$ cat config.mk
export PLATFORM = sky130hd
export DESIGN_NAME = ms_period_timer
export DESIGN_NICKNAME = d
export VERILOG_FILES = /design/src/rtl/ms_period_timer_pkg.sv /design/src/rtl/ms_period_timer_prescaler.sv /design/src/rtl/ms_period_timer.sv
export SDC_FILE = /design/constraint.sdc
export NUM_CORES = 1
export LEC_CHECK = 0
export ABC_AREA = 1
export CAP_MARGIN = 10
export CORE_ASPECT_RATIO = 0.75
export CORE_MARGIN = 2
export CORE_UTILIZATION = 30
export CTS_CLUSTER_DIAMETER = 30
export DETAILED_ROUTE_END_ITERATION = 10
export PLACE_DENSITY = 0.56
export SYNTH_ARGS = -nofsm -noshare
export SYNTH_HDL_FRONTEND = slang
export SYNTH_SLANG_ARGS = --single-unit
$ cat constraint.sdc
create_clock -name clk -period 5 [get_ports clk]
set_clock_uncertainty 0.05 [all_clocks]
set_input_delay 0.5 -clock clk [delete_from_list [all_inputs] [get_ports clk]]
set_output_delay 0.5 -clock clk [all_outputs]
set_load 0.005 [all_outputs]
$ cat src/rtl/ms_period_timer_pkg.sv
// Shared constants for the millisecond timebase and period timer.
// Mode encodings and default clock rates.
package ms_period_timer_pkg;

    localparam logic MODE_PERIODIC  = 1'b0;
    localparam logic MODE_ONESHOT   = 1'b1;
    localparam int   CLK_HZ         = 100_000_000;
    localparam int   CYC_PER_MS_DEF = CLK_HZ / 1000;

endpackage

$ cat src/rtl/ms_period_timer_prescaler.sv
// Terminal-count divider producing a one-cycle tick every CYC_PER_MS run cycles.
// tick is combinational: it is high during the cycle whose edge wraps the counter.
module ms_prescaler
    import ms_period_timer_pkg::*;
#(
    parameter int CYC_PER_MS = CYC_PER_MS_DEF
) (
    input  logic clk,
    input  logic rst,
    input  logic run,
    input  logic clr,
    output logic tick
);

    localparam int              CW   = $clog2(CYC_PER_MS);
    localparam logic [CW-1:0]   TERM = CW'(CYC_PER_MS - 1);

    logic [CW-1:0] cnt_q, cnt_d;

    // A clear on the wrap edge suppresses the tick so a restart never leaks a strobe.
    assign tick = run & ~clr & (cnt_q == TERM);

    always_comb begin
        cnt_d = cnt_q;
        if (clr) begin
            cnt_d = '0;
        end else if (run) begin
            cnt_d = (cnt_q == TERM) ? '0 : cnt_q + 1'b1;
        end
    end

    always_ff @(posedge clk or negedge rst) begin
        if (!rst) begin
            cnt_q <= '0;
        end else begin
            cnt_q <= cnt_d;
        end
    end

endmodule

$ cat src/rtl/ms_period_timer.sv
// Millisecond timebase plus programmable period timer with periodic and one-shot modes.
// All outputs registered; strobes appear one cycle after the prescaler wraps.
module ms_period_timer
    import ms_period_timer_pkg::*;
#(
    parameter int CYC_PER_MS = CYC_PER_MS_DEF,
    parameter int PERIOD_W   = 10
) (
    input  logic                clk,
    input  logic                rst,
    input  logic                enable,
    input  logic                mode,
    input  logic [PERIOD_W-1:0] period_ms,
    input  logic                start,
    input  logic                stop,
    output logic                ms_tick,
    output logic                period_tick,
    output logic [PERIOD_W-1:0] count_ms,
    output logic                busy
);

    localparam logic [PERIOD_W-1:0] ONE = PERIOD_W'(1);

    logic                busy_q, busy_d;
    logic                mode_q, mode_d;
    logic [PERIOD_W-1:0] period_q, period_d;
    logic [PERIOD_W-1:0] count_q, count_d;
    logic                ms_tick_q, ms_tick_d;
    logic                period_tick_q, period_tick_d;
    logic                pre_tick;

    ms_prescaler #(
        .CYC_PER_MS (CYC_PER_MS)
    ) u_prescaler (
        .clk  (clk),
        .rst  (rst),
        .run  (busy_q & enable),
        .clr  (start | stop),
        .tick (pre_tick)
    );

    always_comb begin
        busy_d        = busy_q;
        mode_d        = mode_q;
        period_d      = period_q;
        count_d       = count_q;
        ms_tick_d     = pre_tick;
        period_tick_d = 1'b0;
        if (stop) begin
            busy_d    = 1'b0;
            count_d   = '0;
            ms_tick_d = 1'b0;
        end else if (start) begin
            busy_d    = 1'b1;
            count_d   = '0;
            mode_d    = mode;
            // A zero period would never terminate; treat it as one millisecond.
            period_d  = (period_ms == '0) ? ONE : period_ms;
            ms_tick_d = 1'b0;
        end else if (pre_tick) begin
            if (count_q == period_q - ONE) begin
                count_d       = '0;
                period_tick_d = 1'b1;
                if (mode_q == MODE_ONESHOT) begin
                    busy_d = 1'b0;
                end
            end else begin
                count_d = count_q + ONE;
            end
        end
    end

    always_ff @(posedge clk or negedge rst) begin
        if (!rst) begin
            busy_q        <= 1'b0;
            mode_q        <= MODE_PERIODIC;
            period_q      <= '0;
            count_q       <= '0;
            ms_tick_q     <= 1'b0;
            period_tick_q <= 1'b0;
        end else begin
            busy_q        <= busy_d;
            mode_q        <= mode_d;
            period_q      <= period_d;
            count_q       <= count_d;
            ms_tick_q     <= ms_tick_d;
            period_tick_q <= period_tick_d;
        end
    end

    assign ms_tick     = ms_tick_q;
    assign period_tick = period_tick_q;
    assign count_ms    = count_q;
    assign busy        = busy_q;

endmodule

==> reports/qor.csv <==
metric;value;unit
dpl_cell_area;2900;um2
yosys-top-cells-count;nand2_1 (76), inv_1 (44), dfrtp_1 (41);
syn-instance-count;332;
post-route-util;37.4;%
design_area;2990;um2
required;5.13;ns
cts_max_path_buffers;2;
slew_headroom;40.4;%
grt_pass1_vias;1959;
finalSetupViolCount;0;
layout-drive-gt1-share;12.1;%
cts_tree;built;
crit_path_start_kind;input pin;
hold_buffers;0;
path_class;input pin to register;
die_y;83.2;um
dp_hpwl;4420;um
synthDistinctLibCells;38;
netlist_area;2510;um2
status;completed;
synth_top_area_share;40.9;%
synthTopCellsByArea;dfrtp_1 (41%), nand2_1 (11%), inv_1 (6.6%);
fin_nets;383;
whs;0.280;ns
clk_latency;0.29;ns
numPortBuffers;28;
ys_async_sr_fraction;100;%
post_cts_buffers;0;
grt_overflow;0;
start_util;31.4;%
grt_pass1_wl;9830;um
p_leak;1.35;nW
maxCapViolations;0;
grt_start_max_net_pins;42;
synth_enable_flop_cells;0;
drc;0;
ff2ff_path_depth;13;
power_density;226;nW/um2
crit_path_end_kind;register;
cts_resized;0;
core;7990;um2
hold_viol_final;0;
synthFlopType;dfrtp_1;
min_period_over_period;41.4;%
vdd_ir_drop_max;0.113;mV
vias;2097;
wirelength;5590;um
pre_cts_ws;2.66;ns
avgSynthCellArea;7.55;um2
placedCellCount;462;
wire_per_inst;11.9;um
ys_ff_latch;41;
fin_crit;2.07;ns
cts.sinks;41;
p_total;0.675;mW
dieArea;9110;um2
worstMarginPinSlew;0.895;ns
drtAntennaViolNets;0;
clk_pin_slew_worst_paths;0.07;ns
critPathMaxFanout;12;
area_growth;19.2;%
syn-num-nets;351;
synth.most_common_cell;nand2_1;
dieWidth;110;um
std_cell_rows;28;
grt_usage;13.5;%
antenna_cells;0;
ioPinCount;29;
antenna_found_initial;0;
cts_buffers;5;
final.setup.worst_slack;2.93;ns
htree_num_levels;2;
stdcell_count;469;
rsz0062_at_grt;false;
root_buffer;clkbuf_8;
yosys_warnings;0;
gp_routability_congestion;0.856;
fmax;483;MHz
hold_class;input pin to async pin;
viasPerCell;4.47;
drv_slew;0;
finalSetupTns;0;ns
seq_area_frac_synth;40.9;%
dr.pass1.iters;6;
yosysTopAreaCell;dfrtp_1;
worstPathArrival;2.20;ns
drt_iter0_drc;89;
nFillCells;872;
## where the power goes
group / leakage [nW] / total, mW / switching [mW] / internal, mW
clock network: 0.0443 / 0.217 / 0.107 / 0.110
registers: 0.550 / 0.356 / 0.0125 / 0.344
logic: 0.752 / 0.102 / 0.0621 / 0.0399
## cell type report
class                   instances  area [um2]  area share, %
repair buffers                 28         275           9.21
clock buffers                   7        86.3           2.89
inverters                      55         206           6.91
well taps                     105         131           4.40
flip-flops and latches         41        1030           34.3
multi-input cells             233        1260           42.3
## cell usage in the layout, fill, tap and decap left out, drive strengths merged
cell,instances
a21oi,8
a22o,1
a31oi,2
buf,1
clkbuf,7
clkdlybuf4s50,27
clkinv,1
dfrtp,41
ha,3
inv,54
mux2i,1
nand2,85
nand3,25
nand3b,2
nand4,6
nor2,43
nor3,9
nor4,1
o211ai,1
o21ai,27
o21bai,2
o22ai,5
o31ai,2
o32ai,1
or2,1
xnor2,1
xor2,7
## sequential cells by signal, summed over array words and instances, names as in the netlist
signal / flops
period_tick: 1
mode_q: 1
busy: 1
count_ms: 10
u_prescaler.cnt_q: 17
ms_tick: 1
period_q: 10
## worst max-delay path: stages
cell             delay, ns
clkdlybuf4s50_1       0.49
or2_1                 0.23
inv_2                 0.14
nand2_1               0.36
inv_1                 0.21
a22o_1                0.27
## metal layers
| metal | up-vias | part of all wire, % | global-route usage [%] |
|---|---|---|---|
| li1 | 1133 | - | - |
| met1 | 912 | 59 | 22.9 |
| met2 | 48 | 36 | 16.9 |
| met3 | 4 | 4.5 | 2.75 |
| met4 | 0 | 0.50 | 2.88 |
| met5 | - | 0 | 0 |
## worst paths after layout
| kind | slack [ns] | startpoint | end |
|---|---|---|---|
| worst max-delay path | 2.93 | start | u_prescaler.cnt_q[1] |
| worst min-delay path | 0.28 | rst | busy |
| worst max register to register | 3.07 | period_q[0] | busy |
| worst min register to register | 0.46 | period_q[9] | period_q[9] |
| max in group asynchronous | 4.06 | rst | period_q[2] |
| min in group clk | 0.46 | period_q[9] | period_q[9] |
## kinds of logic after synthesis
| group | count (synthesis) | share of synthesized area (%) |
|---|---|---|
| AO/OA/AOI/OAI | 49 | 11.1 |
| XOR/XNOR | 8 | 2.80 |
| adder cells (fa/ha/maj) | 3 | 1.50 |
| buffers and inverters | 58 | 8.69 |
| flip-flops | 41 | 40.9 |
| multiplexers | 1 | 0.399 |
| AND/OR/NAND/NOR | 172 | 34.6 |
(Power assumes the default switching activity.)
==> patch 1 (same flow settings) <==
Put one more register stage on the output `count_ms`, with the module's reset. The value now appears one clock later. The other outputs are not delayed to match.
--- a/src/rtl/ms_period_timer.sv
+++ b/src/rtl/ms_period_timer.sv
@@ -90,7 +90,13 @@
 
     assign ms_tick     = ms_tick_q;
     assign period_tick = period_tick_q;
-    assign count_ms    = count_q;
+    always_ff @(posedge clk or negedge rst) begin
+        if (!rst) begin
+            count_ms <= '0;
+        end else begin
+            count_ms <= count_q;
+        end
+    end
     assign busy        = busy_q;
 
 endmodule
Function: same outputs for any inputs over 10 cycles, from zero or initial values and one cycle with rst low; that may be too few to reach the edited logic, so the function may still have changed.
==> patch 1 against the original RTL <==
Design area is 11% higher; clock power is 100% higher; area after synthesis is 9.4% higher; routed wire length is 4.9% higher; total power is 44% higher; hold slack worse by 0.016 ns; setup slack worse by 0.10 ns; sequential cell count is 10 higher; cell count is 8.5% higher; critical endpoint is now count_q[2]$_DFFE_PN0P_; largest cell class is now sequential cells.
==> patch 1: results (changes against the original RTL) <==
Top reg by flops=u_prescaler.cnt_q (unchanged); adder-cell share of the synthesized area=1.369% (was 1.498%); Max transition margin=56.91% (was 40.35%); Fin Hold WS=0.2645 ns (was 0.2804 ns); status=completed (unchanged); GP Congestion=0.8439 (was 0.8563); Crit Path Class=flip-flop to flip-flop (was input port to flip-flop); Sw Ratio=22.96% (was 26.95%); vias in the first global route=2136 (was 1959); Yosys cell types=29 (was 38); commonest cells in the netlist=nand2_1, inv_1, dfrtp_1, nor2_1, nand3_1 (was nand2_1, inv_1, dfrtp_1, nor2_1); sequential fraction of the synthesis area=46.55% (was 40.94%); Top delay family on crit path=simple AND/OR/NAND/NOR gates (was buffers and inverters); Synth Area in Compound Gates=8.489% (was 11.08%); largest stage delay on the critical path=0.40 ns (was 0.49 ns); routed wire length=5861 um (was 5587 um); Area contributors post-synth=dfrtp_1, nand2_1, inv_1, nand3_1, nor2_1 (was dfrtp_1, nand2_1, inv_1, nor2_1, nand3_1); met2 usage=17.75% (was 16.95%); Post-Place Cell Area=3138 um2 (was 2902 um2); drt pass-1 iters=4 (was 6); WP data arrival=2.28 ns (was 2.20 ns); Detail Route met2 WL=2245 um (was 2035 um); R2R Setup Slk=2.83 ns (was 3.07 ns); RR Endpoint=count_q[2]$_DFFE_PN0P_ (was busy$_DFFE_PN0P_); hpwl dp=4343 um (was 4419 um); maximum fanout along the worst path=8 (was 12); fin cells=509 (was 469); Tot GR Track Use=12.74% (was 13.54%); largest net degree at the start of global routing=52 (was 42); Synth Area in XOR/XNOR=2.236% (was 2.796%); Slowest-stage cell, CP=dfrtp_1 (was clkdlybuf4s50_1); Mapped Nets=383 (was 351); Nets=415 (was 383); clk root buf=clkbuf_16 (was clkbuf_8); vias per inst=4.511 (was 4.471); GRT met3 Usage=2.517% (was 2.747%); wl on met1=3411 um (was 3272 um); Post-Place Cells=501 (was 462); wire length on met3=158 um (was 250 um)
-- patch 1: changes by cell type in the layout (fill, tap and decap cells not counted), sizes merged, moves of 2 or more --
cell    delta
o22ai      +3
nor2       -5
a21oi      -4
nand2     +15
inv        +8
xor2       -3
nand3     +10
xnor2      +2
dfrtp     +10
bufinv     +2
o21bai     -2
-- patch 1: power groups by stage --
stage / clock (uW) / sequential [uW] / combinational, uW
final: 436 / 439 / 99.9
after global routing: 461 / 441 / 117
after CTS: 447 / 439 / 101
after detailed placement: 0 / 447 / 101
after global placement: 0 / 446 / 99.6
after floorplan: 0 / 443 / 65.3
-- patch 1: worst max-delay path by stage --
stage	end	slack [ns]	cells after the start
CTS	count_q[2]$_DFFE_PN0P_	2.84	13
global route	count_q[9]$_DFFE_PN0P_	2.54	13
floorplan	count_q[2]$_DFFE_PN0P_	3.20	13
detailed placement	u_prescaler.cnt_q[14]$_DFFE_PN0P_	2.77	6
global placement	count_q[9]$_DFFE_PN0P_	2.78	7
finish	count_q[2]$_DFFE_PN0P_	2.83	13
-- patch 1: final cells by class --
type / count / area [um2]
flip-flops and latches: 51 / 1276
multi-input cells: 247 / 1206
clock buffers: 6 / 128.9
inverters: 62 / 232.7
well taps: 112 / 140.1
fillers: 926 / 5644
repair buffers: 29 / 282.8
clock inverters: 2 / 60.06
-- patch 1: cell families after synthesis --
| kind of cell | after synthesis |
|---|---|
| compound gates | 43 |
| xor+xnor | 7 |
| fa+ha+maj | 3 |
| buf+inv | 66 |
| flops | 51 |
| mux | 1 |
| simple gates | 193 |
-- patch 1: worst register-to-register path: cells and delay by family (launching register included) --
family	cells	cell delay (ns)
AND/OR/NAND/NOR	11	1.17
buffers and inverters	1	0.15
adder cells (fa/ha/maj)	1	0.28
flip-flops	1	0.40
==> patch 2 (config.mk and constraints unchanged) <==
Without the edit above. `CLK_HZ`: 100_000_000 -> 400_000_000.
--- a/src/rtl/ms_period_timer_pkg.sv
+++ b/src/rtl/ms_period_timer_pkg.sv
@@ -4,7 +4,7 @@
 
     localparam logic MODE_PERIODIC  = 1'b0;
     localparam logic MODE_ONESHOT   = 1'b1;
-    localparam int   CLK_HZ         = 100_000_000;
+    localparam int   CLK_HZ         = 400_000_000;
     localparam int   CYC_PER_MS_DEF = CLK_HZ / 1000;
 
 endpackage
Check against the original RTL: same outputs for any inputs over 10 cycles, from zero or initial values and one cycle with rst low; that may be too few to reach the edited logic, so the function may still have changed.
==> patch 2 against the original RTL <==
Die area rose by 9.5%; combinational power up 13%; highest routed layer unchanged; register-to-register slack got worse by 0.19 ns; sequential cell count is 2 higher; sequential power grew 5%; clock power is 46% higher; routed wire length increased by 16%; total power up 19%; design area up 10%; cell count grew 11%; critical path type unchanged; hold slack better by 0.039 ns; largest cell class unchanged; setup slack lost 0.085 ns; area after synthesis is 10% higher.
==> patch 2: results (changes against the original RTL) <==
status=completed (unchanged); vias in the first global route=2243 (was 1959); Clock Tree Buf Depth=2 (unchanged); Synth Area in XOR/XNOR=4.448% (was 2.796%); VDD IR max=118.3 uV (was 113.4 uV); GP Congestion=0.8445 (was 0.8563); Port Buf Inserts=28 (unchanged); sequential fraction of the synthesis area=39.04% (was 40.94%); clk slew on worst S/H paths=roughly 0.060 ns; crit path to=u_prescaler.cnt_q[14]$_DFFE_PN0P_ (was u_prescaler.cnt_q[1]$_DFFE_PN0P_); WP data arrival=2.31 ns (was 2.20 ns); Hold Crit Class=input port to async pin (unchanged); RR Endpoint=count_ms[6]$_DFFE_PN0P_ (was busy$_DFFE_PN0P_); routed wire length=6476 um (was 5587 um); commonest cells in the netlist=nand2_1, inv_1, dfrtp_1, nor2_1, nand3_1 (was nand2_1, inv_1, dfrtp_1, nor2_1); Ys Warns=0 (unchanged); Yosys cell types=38 (unchanged); post-place setup slack=2.565 ns (was 2.659 ns); Area contributors post-synth=dfrtp_1, nand2_1, inv_1, nand3_1, nor2_1 (was dfrtp_1, nand2_1, inv_1, nor2_1, nand3_1); adder-cell share of the synthesized area=1.362% (was 1.498%); drt pass-1 iters=6 (unchanged); clk root buf=clkbuf_16 (was clkbuf_8); Leakage=0.001479 uW (was 0.001346 uW); Max transition margin=33.23% (was 40.35%); maximum fanout along the worst path=13 (was 12); CTS Buf Count=5 (unchanged); Crit Reg-Reg Startpoint=period_q[0]$_DFFE_PN0P_ (unchanged); Nets=427 (was 383); largest net degree at the start of global routing=44 (was 42); Reg2Reg Depth=13 (unchanged); post-synthesis mux area share=0.4085% (was 0.3994%); Post-synth EDFFs=0 (unchanged); Setup Buffers After CTS=0 (unchanged); CTS resizes=0 (unchanged); R2R Setup Slk=2.88 ns (was 3.07 ns); Mapped Nets=396 (was 351); vias per inst=4.720 (was 4.471); layout cell share with drive strength beyond 1=10.27% (was 12.09%); Tot GR Track Use=14.01% (was 13.54%); Critical Path Source=start (unchanged); # diodes=0 (unchanged); first-pass GRT wire length=11040 um (was 9832 um); initial DRC count=95 (was 89); clock latency on the worst-skew pair=0.28 ns; Top reg by flops=u_prescaler.cnt_q (unchanged); Synth Area in Compound Gates=10.08% (was 11.08%); hpwl dp=5034 um (was 4419 um); CTS H-tree depth=2 (unchanged); ys async rst share=100.0% (unchanged); Synth Flop Type=dfrtp_1 (unchanged); initial antenna violation count=0 (unchanged); max reg flops=19 (was 17)
==> patch 2: changes by cell type after synthesis, moves of 3 or more <==
cell	unedited run	this run
o21ai_1	5	2
nand3_1	22	28
inv_1	44	56
nand2_1	76	96
nand2_2	6	9
inv_2	10	6
xor2_1	7	11
nand4_1	5	10
o22ai_1	5	8
==> patch 2: worst min path at each step <==
stage / start / endpoint / slack (ns) / cells past startpoint
after floorplan: rst / busy$_DFFE_PN0P_ / 0.15 / 0
after global placement: period_q[9]$_DFFE_PN0P_ / period_q[9]$_DFFE_PN0P_ / 0.45 / 2
after detailed placement: period_q[1]$_DFFE_PN0P_ / period_q[1]$_DFFE_PN0P_ / 0.46 / 2
after CTS: rst / u_prescaler.cnt_q[18]$_DFFE_PN0P_ / 0.37 / 1
after global routing: rst / u_prescaler.cnt_q[16]$_DFFE_PN0P_ / 0.42 / 1
final: rst / u_prescaler.cnt_q[3]$_DFFE_PN0P_ / 0.32 / 1
==> patch 2: logic make-up after synthesis <==
logic type,count (synthesis)
xor+xnor,14
fa+ha+maj,3
mux,1
simple gates,202
flops,43
compound gates,48
buf+inv,66
==> patch 2: area by class of cell <==
class                           instances  area, um2
Fill cell                             933       5678
Multi-Input combinational cell        268       1431
Sequential cell                        43       1076
Timing Repair Buffer                   28      275.3
Inverter                               62      232.7
Tap cell                              112      140.1
Clock buffer                            7      132.6
Clock inverter                          1      5.005
==> patch 2: worst max-delay path, stage by stage <==
cell and delay (ns):
clkdlybuf4s50_1 0.43, or2_1 0.32, inv_2 0.19, nand2_1 0.33, inv_1 0.31, nand2_1 0.08
a31oi_1 0.16
==> patch 2: per-layer routing <==
layer,share of wire (%),vias to the layer above,global-route usage (%)
met5,0,-,0
met4,1.0,0,3.769
met3,3.7,4,2.575
met2,41,46,20.66
met1,54,1140,20.93
li1,-,1269,-
==> patch 2: stage by stage <==
step	power [uW]	instances	cell area [um2]
detailed placement	496.1	513	3156
floorplan	454.9	377	2756
global route	853.4	521	3293
finish	804.8	521	3293
CTS	815.8	521	3293
global placement	493.1	513	3156
==> patch 2: report_power, final <==
part / total, uW / internal [uW] / switching (uW)
Combinational: 115 / 43.6 / 71.7
Sequential: 374 / 360 / 13.6
Clock: 316 / 185 / 131
